===== config.mk =====
export PLATFORM = sky130hd
export DESIGN_NAME = uart_tx_sched
export DESIGN_NICKNAME = d
export VERILOG_FILES = /design/src/rtl/uart_tx_sched_pkg.sv /design/src/rtl/uart_tx_sched_rr_arb2.sv /design/src/rtl/uart_tx_sched.sv
export SDC_FILE = /design/constraint.sdc
export NUM_CORES = 1
export LEC_CHECK = 0
export ABC_AREA = 1
export BUFFER_PORTS_ARGS = -buffer_cell sky130_fd_sc_hd__buf_2
export CORE_MARGIN = 8
export CORE_UTILIZATION = 40
export DETAILED_ROUTE_END_ITERATION = 10
export PLACE_DENSITY_LB_ADDON = 0.05
export SLEW_MARGIN = 15
export SYNTH_ARGS = -nofsm -noshare
export SYNTH_HDL_FRONTEND = slang
export SYNTH_SLANG_ARGS = --single-unit

===== constraint.sdc =====
create_clock -name baud_clk -period 2.7 [get_ports baud_clk]
set_input_delay 0.27 -clock baud_clk [delete_from_list [all_inputs] [get_ports baud_clk]]
set_output_delay 0.27 -clock baud_clk [all_outputs]
set_load 0.01 [all_outputs]

===== src/rtl/uart_tx_sched_pkg.sv =====
// uart_tx_sched_pkg
//   Shared definitions for the UART transmit scheduler:
//   - parity-type codes carried on cfg_parity_type / parity_type
//   - bit positions inside the 12-bit PISO frame
//   - FSM state encodings
//   - build_frame(): assembles start/data/parity/stop bits for one byte
package uart_tx_sched_pkg;

    localparam int FRAME_W   = 12;

    // Frame bit positions; data occupies [8:1]
    localparam int BIT_START = 0;
    localparam int BIT_PAR   = 9;
    localparam int BIT_STOP1 = 10;
    localparam int BIT_STOP2 = 11;

    // Parity codes; 2'b00 and 2'b11 both mean "no parity bit"
    localparam logic [1:0] PAR_ODD  = 2'b01;
    localparam logic [1:0] PAR_EVEN = 2'b10;

    typedef enum logic [1:0] {
        ST_IDLE = 2'b00,
        ST_SEND = 2'b01,
        ST_WAIT = 2'b10
    } state_e;

    // In 7-bit mode data[7] is cleared before the parity reduction, so the
    // 8-bit XOR equals the parity over data[6:0]. Without parity the bit
    // position idles high like a stop bit.
    function automatic logic [FRAME_W-1:0] build_frame(
        input logic [7:0] data,
        input logic       len8,
        input logic [1:0] ptype
    );
        logic [7:0]         d;
        logic               par;
        logic [FRAME_W-1:0] f;
        d = len8 ? data : {1'b0, data[6:0]};
        case (ptype)
            PAR_EVEN: par = ^d;
            PAR_ODD:  par = ~^d;
            default:  par = 1'b1;
        endcase
        f            = {FRAME_W{1'b1}};
        f[BIT_START] = 1'b0;
        f[8:1]       = d;
        f[BIT_PAR]   = par;
        f[BIT_STOP1] = 1'b1;
        f[BIT_STOP2] = 1'b1;
        return f;
    endfunction

endpackage


===== src/rtl/uart_tx_sched_rr_arb2.sv =====
// uart_rr_arb2
//   Two-way round-robin arbiter. With a single valid requester that one is
//   granted; with both valid the requester that did not win last is granted.
//   The pointer only moves when a transfer happens (en & grant_valid).
// Ports:
//   clk, arst          clock, asynchronous active-high reset
//   en                 acceptance window (scheduler idle)
//   req_valid[1:0]     requester valid flags
//   grant_valid        some requester is granted
//   grant_id           index of the granted requester
//   ready[1:0]         per-requester accept strobe (en & granted)
module uart_rr_arb2 (
    input  logic       clk,
    input  logic       arst,
    input  logic       en,
    input  logic [1:0] req_valid,
    output logic       grant_valid,
    output logic       grant_id,
    output logic [1:0] ready
);

    logic last_q;
    logic last_d;

    // Grant selection and pointer update
    always_comb begin
        grant_valid = 1'b0;
        grant_id    = 1'b0;
        case (req_valid)
            2'b01: begin
                grant_valid = 1'b1;
                grant_id    = 1'b0;
            end
            2'b10: begin
                grant_valid = 1'b1;
                grant_id    = 1'b1;
            end
            2'b11: begin
                grant_valid = 1'b1;
                grant_id    = ~last_q;
            end
            default: begin
                grant_valid = 1'b0;
                grant_id    = 1'b0;
            end
        endcase
        if (en && grant_valid) begin
            ready  = grant_id ? 2'b10 : 2'b01;
            last_d = grant_id;
        end else begin
            ready  = 2'b00;
            last_d = last_q;
        end
    end

    // Last-winner pointer; reset value 1 makes requester 0 win the first tie
    always_ff @(posedge clk or posedge arst) begin
        if (arst) begin
            last_q <= 1'b1;
        end else begin
            last_q <= last_d;
        end
    end

endmodule


===== src/rtl/uart_tx_sched.sv =====
// uart_tx_sched
//   Shares the UART PISO transmitter between two byte requesters. A transfer
//   in IDLE latches the byte and the line config, builds the 12-bit frame and
//   raises send; SEND waits for the PISO to go active, WAIT waits for tx_done.
//   Both waits are guarded by watchdogs that abort with a one-cycle
//   err_timeout pulse. All outputs are registered except reqX_ready.
// Ports:
//   baud_clk, arst                          clock, async active-high reset
//   cfg_data_length/stop_bits/parity_type   live line config
//   req{0,1}_valid/data/ready               byte requesters
//   send, frame_out                         PISO start request and frame
//   data_length, stop_bits, parity_type     per-frame latched config
//   tx_active, tx_done                      PISO status
//   busy, grant_id, err_timeout             scheduler status
module uart_tx_sched
    import uart_tx_sched_pkg::*;
#(
    parameter int ACK_TIMEOUT  = 4,
    parameter int DONE_TIMEOUT = 16
) (
    input  logic               baud_clk,
    input  logic               arst,
    input  logic               cfg_data_length,
    input  logic               cfg_stop_bits,
    input  logic [1:0]         cfg_parity_type,
    input  logic               req0_valid,
    input  logic [7:0]         req0_data,
    output logic               req0_ready,
    input  logic               req1_valid,
    input  logic [7:0]         req1_data,
    output logic               req1_ready,
    output logic               send,
    output logic [FRAME_W-1:0] frame_out,
    output logic               data_length,
    output logic               stop_bits,
    output logic [1:0]         parity_type,
    input  logic               tx_active,
    input  logic               tx_done,
    output logic               busy,
    output logic               grant_id,
    output logic               err_timeout
);

    localparam logic [4:0] ACK_LAST  = 5'(ACK_TIMEOUT - 1);
    localparam logic [4:0] DONE_LAST = 5'(DONE_TIMEOUT - 1);

    state_e             state_q, state_d;
    logic [4:0]         cnt_q, cnt_d, cnt_inc;
    logic               send_q, send_d;
    logic [FRAME_W-1:0] frame_q, frame_d;
    logic               dl_q, dl_d;
    logic               sb_q, sb_d;
    logic [1:0]         pt_q, pt_d;
    logic               busy_q, busy_d;
    logic               gid_q, gid_d;
    logic               err_q, err_d;

    logic               is_idle;
    logic               arb_valid;
    logic               arb_id;
    logic [1:0]         arb_ready;
    logic               xfer;
    logic [7:0]         sel_data;

    assign is_idle  = (state_q == ST_IDLE);
    assign xfer     = is_idle & arb_valid;
    assign sel_data = arb_id ? req1_data : req0_data;
    // Watchdog counter saturates instead of wrapping
    assign cnt_inc  = (cnt_q == 5'h1F) ? cnt_q : cnt_q + 5'd1;

    uart_rr_arb2 u_arb (
        .clk         (baud_clk),
        .arst        (arst),
        .en          (is_idle),
        .req_valid   ({req1_valid, req0_valid}),
        .grant_valid (arb_valid),
        .grant_id    (arb_id),
        .ready       (arb_ready)
    );

    assign req0_ready  = arb_ready[0];
    assign req1_ready  = arb_ready[1];
    assign send        = send_q;
    assign frame_out   = frame_q;
    assign data_length = dl_q;
    assign stop_bits   = sb_q;
    assign parity_type = pt_q;
    assign busy        = busy_q;
    assign grant_id    = gid_q;
    assign err_timeout = err_q;

    // State register
    always_ff @(posedge baud_clk or posedge arst) begin
        if (arst) begin
            state_q <= ST_IDLE;
        end else begin
            state_q <= state_d;
        end
    end

    // Next-state logic; tx_done is not looked at while in SEND
    always_comb begin
        state_d = state_q;
        case (state_q)
            ST_IDLE: begin
                if (xfer) state_d = ST_SEND;
                else      state_d = ST_IDLE;
            end
            ST_SEND: begin
                if (tx_active)              state_d = ST_WAIT;
                else if (cnt_q == ACK_LAST) state_d = ST_IDLE;
                else                        state_d = ST_SEND;
            end
            ST_WAIT: begin
                if (tx_done)                 state_d = ST_IDLE;
                else if (cnt_q == DONE_LAST) state_d = ST_IDLE;
                else                         state_d = ST_WAIT;
            end
            default: state_d = ST_IDLE;
        endcase
    end

    // Output/datapath next values; frame and config hold until the next transfer
    always_comb begin
        cnt_d   = cnt_inc;
        send_d  = send_q;
        frame_d = frame_q;
        dl_d    = dl_q;
        sb_d    = sb_q;
        pt_d    = pt_q;
        busy_d  = busy_q;
        gid_d   = gid_q;
        err_d   = 1'b0;
        case (state_q)
            ST_IDLE: begin
                cnt_d = 5'd0;
                if (xfer) begin
                    frame_d = build_frame(sel_data, cfg_data_length, cfg_parity_type);
                    dl_d    = cfg_data_length;
                    sb_d    = cfg_stop_bits;
                    pt_d    = cfg_parity_type;
                    gid_d   = arb_id;
                    send_d  = 1'b1;
                    busy_d  = 1'b1;
                end else begin
                    send_d  = 1'b0;
                end
            end
            ST_SEND: begin
                if (tx_active) begin
                    send_d = 1'b0;
                    cnt_d  = 5'd0;
                end else if (cnt_q == ACK_LAST) begin
                    send_d = 1'b0;
                    busy_d = 1'b0;
                    err_d  = 1'b1;
                    cnt_d  = 5'd0;
                end else begin
                    send_d = 1'b1;
                end
            end
            ST_WAIT: begin
                if (tx_done) begin
                    busy_d = 1'b0;
                    cnt_d  = 5'd0;
                end else if (cnt_q == DONE_LAST) begin
                    busy_d = 1'b0;
                    err_d  = 1'b1;
                    cnt_d  = 5'd0;
                end else begin
                    busy_d = 1'b1;
                end
            end
            default: begin
                send_d = 1'b0;
                busy_d = 1'b0;
                cnt_d  = 5'd0;
            end
        endcase
    end

    // Registered outputs, watchdog counter and latched frame config
    always_ff @(posedge baud_clk or posedge arst) begin
        if (arst) begin
            cnt_q   <= 5'd0;
            send_q  <= 1'b0;
            frame_q <= {FRAME_W{1'b1}};
            dl_q    <= 1'b1;
            sb_q    <= 1'b0;
            pt_q    <= 2'b00;
            busy_q  <= 1'b0;
            gid_q   <= 1'b0;
            err_q   <= 1'b0;
        end else begin
            cnt_q   <= cnt_d;
            send_q  <= send_d;
            frame_q <= frame_d;
            dl_q    <= dl_d;
            sb_q    <= sb_d;
            pt_q    <= pt_d;
            busy_q  <= busy_d;
            gid_q   <= gid_d;
            err_q   <= err_d;
        end
    end

endmodule


# == Word-level counts from Yosys, hierarchy flattened ==
# Cells that the tools add are included.
# W data, S select, Z words.
# op_classes
add_sub_neg,1
n_eq_ne,13
reduce_logical,7
muxes,34
bitwise,2
# ops
operator,n
$mux W5,5
$mux W8,2
$mux W1,15
$mux W2,5
$pmux W5 S2,1
$eq A2 B2 Y1 const B,4
$reduce_xnor A8 Y1,1
$reduce_xor A8 Y1,1
$eq A2 B1 Y1 const B,3
$pmux W1 S2,3
$pmux W1 S3,2
$pmux W2 S3,1
$add A5 B1 Y5 const B,1
$eq A5 B2 Y1 const B,1
$eq A5 B4 Y1 const B,1
$eq A5 B5 Y1 const B,1
$ne A2 B2 Y1 const B,2
$reduce_and A3 Y1,1
$reduce_or A3 Y1,1
$logic_not A2 Y1,1
$ne A2 B1 Y1 const B,1
$reduce_and A2 Y1,1
$and A1 B1 Y1,1
$logic_and A1 B1 Y1,1
$not A1 Y1,1
# totals
inputBits,26
register_bits,26
elab_cells,68
output_inout_bits,22

# == Depth between registers and ports, before layout ==
# logic_depth
depth_word,6
mapped_depth,15
mapped_depth_nobuf,14

# == Cells and area by module ==
# A second synthesis with hierarchy kept.
# hier_totals
hier_cells,235
hier_area_um2,1615.3
# by_module_without_submodules
module,area_each_um2,n_inst,seq_area_each_um2,cells_per_inst
uart_tx_sched,1536.5,1,639.4,223
uart_rr_arb2,78.8,1,26.3,12

# == Worst setup path after synthesis ==
# OpenSTA, ideal clock, no wires.
# synth_path
path_type,reg2out
start,register state_q[0]
end,output req0_ready
arrival_ns,1.315
path_stages_with_launch,8
slack_ns,1.115
cell_sequence,dfrtp_1 -> inv_1 -> ha_1 -> inv_1 -> a21oi_2 -> inv_2 -> buf_2 -> a21oi_1
# synth_via
elab_chain_cells,3
# synth_rtl
element,line,source
"start, declared",uart_tx_sched.sv:47,"state_e state_q, state_d;"
"start signal, assigned",uart_tx_sched.sv:97,state_q <= state_d;
$logic_not A2 Y1,uart_tx_sched.sv:65,assign is_idle = (state_q == ST_IDLE);
$logic_and A1 B1 Y1,uart_tx_sched_rr_arb2.sv:47,if (en && grant_valid) begin
$mux W2,uart_tx_sched_rr_arb2.sv:47,
"end, declared",uart_tx_sched.sv:28,"output logic req0_ready,"
# Every way passes these cells.

# == Worst setup path after layout ==
# Ends and elaborated chain as after synthesis.

==> impl_metrics.py <==
metrics = {
    "routing": {
        "drc": 0,
        "avgViaCountPerCell": 4.50,
        "dr.pass1.iters": 4,
        "drt_iter0_drc": 58,
        "wl_per_cell_um": 11.9,
        "ant_nets": 0,
        "drt_wl_total_um": 3890,
        "vias": 1472,
    },
    "yosys": {
        "syn-mean-instance-area_um2": 7.43,
        "synth_warnings": 0,
        "ys_types": 27,
        "ys_seq_area_share_pct": 38.6,
        "synth_top_area_cell": "dfrtp_1",
        "synth_area_mm2": 0.00172,
        "syn_inst": 232,
        "synth_top_area_share_pct": 20.3,
        "synth_seq_cells": 26,
        "synthTopCellsByArea": "dfrtp_1 (20%), dfstp_2 (18%), nand2_1 (13%), nand2_2 (6.9%), inv_1 (6.7%)",
    },
    "finish": {
        "layout_common_cells": "nand2_1 (62), buf_2 (45), inv_1 (31)",
        "multi_input_area_um2": 863,
        "antenna_cells": 0,
        "fillers": 454,
        "register_area_um2": 666,
        "area_growth_syn_to_layout_pct": 17.3,
        "drive_gt1_share_pct": 33.1,
        "layout_commonest_cell": "nand2_1",
        "fin_nets": 309,
    },
    "timing": {
        "layout_worst_path_cycle_share_pct": 79.7,
        "fmax_mhz": 465,
        "fin_skew_ns": 0.00142,
        "slew_headroom_pct": 54.1,
        "fin_hold_ws_ns": 0.0824,
        "tns_ns": 0,
        "finalHoldViolCount": 0,
        "rsz0062_at_grt": "false",
        "worstMarginPinSlew_ns": 0.688,
        "setup_violations": 0,
        "drv_slew": 0,
        "period_minus_slack_ns": 2.15,
    },
    "power_and_ir_drop": {
        "powerDensity_mw_per_mm2": 902,
        "switching_share_pct": 40.1,
        "combPwrFrac_pct": 44.6,
        "leakagePower_nw": 1.12,
        "clkPwrFrac_pct": 18.3,
        "switchingPower_uw": 731,
        "intPower_mw": 1.09,
        "seq_power_share_pct": 37.1,
        "peakVddDrop_uv": 414,
    },
    "clocking": {
        "clockBufferDepth": 2,
        "clock_sinks": 26,
        "clkTransAtPathRegs_ns": 0.10,
        "cts_root_buffer": "clkbuf_8",
        "cts_tree": "built",
        "holdBufCountCts": 0,
        "postCtsSetupBuffers": 0,
        "cts_buffers": 3,
        "h-tree-depth": 1,
        "clkLatencyLatePin_ns": 0.27,
        "post_cts_resized": 0,
    },
    "floorplan": {
        "design.core.area_mm2": 0.00426,
        "die_w_um": 81.7,
        "start_util_pct": 40.4,
        "pin_count": 48,
        "die_h_um": 81.7,
        "rows": 24,
        "die-area_mm2": 0.00667,
    },
    "critical_path": {
        "crit_buf_inv": 4,
        "startpoint_type": "flip-flop",
        "cp_data_required_time_ns": 2.43,
        "worstPathMaxFanout": 28,
        "cpPeakStageDelay_ns": 0.41,
        "worst-setup-path-type": "reg -> out",
        "cp.arrival_ns": 1.88,
        "cp_top_family": "buffers and inverters",
        "end_kind": "output port",
        "slowest_stage": "dfrtp_1",
        "cp_common_cell": "inv_1",
        "crit_chain": "inv_1, ha_1, inv_1, a21oi_2, inv_2, a21oi_1, buf_2",
    },
    "global_routing": {
        "grt_pass1_wl_um": 6730,
        "grt_usage_pct": 12.7,
        "grt_overflow_total": 0,
        "grt_pass1_vias": 1439,
        "grt_max_degree": 29,
        "antenna_found_initial": 0,
    },
    "run_status": {
        "status": "finished clean",
    },
    "placed_design": {
        "place_hpwl_um": 3100,
        "gp_congestion": 0.833,
        "portBuffers": 45,
    },
    "job": {
        "maxCapViolations": 0,
    },
    "hold_path": {
        "worstHoldPathType": "in -> async",
    },
}
==> synth_stat cells (all sizes together) <==
cell	n
or2	2
o211ai	1
o31ai	1
ha	7
a21o	1
nand3	22
dfstp	12
nor3	2
inv	33
xor2	1
o21ai	13
nand2	84
nor2	16
conb	1
a21oi	9
dfrtp	14
buf	8
nand3b	5
==> per-layer routing <==
layer	share of wire, %	track usage [%]
met1	52	18.1
met2	41	18.5
met3	5.8	2.30
met4	1.0	4.74
met5	0	0
==> logic make-up (layout without fill, tap and decap cells) <==
| family | after synthesis | in the layout | share of synthesized area, % |
|---|---|---|---|
| xor+xnor | 1 | 1 | 0.508 |
| compound gates | 25 | 25 | 7.91 |
| simple gates | 131 | 131 | 36.1 |
| buf+inv | 41 | 83 | 11.5 |
| other cells | 1 | 2 | 0.217 |
| flops | 26 | 26 | 38.6 |
| fa+ha+maj | 7 | 7 | 5.08 |
==> worst reg2reg max path: stages, from the launching register on <==
cell and delay (ns):
dfstp_2 0.57, nand2_4 0.13, nand2_4 0.23, nand2_1 0.08, nand2_1 0.09, inv_1 0.05
nand2_1 0.09, nand2_1 0.08, nand2_1 0.07, nand2_1 0.07, nand2_1 0.07, nand3_1 0.06
nand3_1 0.08, nand2_1 0.05, inv_1 0.04
==> through the flow <==
stage	cells	utilization (%)	total power [mW]	instance area [um^2]	setup WS, ns
after global routing	327	47.4	2.01	2020	0.387
after global placement	323	45.7	1.52	1950	0.798
after detailed placement	323	45.7	1.52	1950	0.820
after floorplan	233	-	1.27	1730	1.12
final	327	47.4	1.82	2020	0.548
after CTS	327	47.4	1.86	2020	0.496
==> area by class of cell <==
type	instances	area share (%)
clock buffer	3	2.04
clock inverter	1	1.49
inverter	33	6.13
multi-input combinational	166	42.7
sequential	26	32.9
tap	52	3.22
timing repair buffer	46	11.5
==> state kept, by name, indices dropped and copies added (netlist names) <==
register	count
frame_out	10
cnt_q	5
parity_type	2
state_q	2
busy	1
data_length	1
err_timeout	1
grant_id	1
send	1
stop_bits	1
u_arb.last_q	1
==> path summary, 6_finish.rpt <==
| kind | from | end | slack [ns] | cells past startpoint |
|---|---|---|---|---|
| worst max-delay path | state_q[0]$_DFF_PP0_ | req0_ready | 0.55 | 7 |
| worst min-delay path | arst | stop_bits$_DFFE_PP0P_ | 0.08 | 2 |
| worst max register to register | u_arb.last_q$_DFFE_PP1P_ | frame_out[9]$_DFFE_PP1P_ | 0.91 | 14 |
| worst min register to register | frame_out[0]$_DFFE_PP1P_ | frame_out[0]$_DFFE_PP1P_ | 0.45 | 2 |
| max in group asynchronous | arst | frame_out[9]$_DFFE_PP1P_ | 1.93 | 3 |
| min in group baud_clk | cfg_stop_bits | stop_bits$_DFFE_PP0P_ | 0.19 | 3 |
==> power by group through the flow <==
stage | Sequential, mW | Clock (mW) | Combinational (mW)
final | 0.677 | 0.333 | 0.814
after global routing | 0.701 | 0.361 | 0.945
after detailed placement | 0.686 | 0 | 0.832
after floorplan | 0.741 | 0 | 0.531
after CTS | 0.679 | 0.346 | 0.834
after global placement | 0.683 | 0 | 0.832
(Power assumes the default switching activity.)
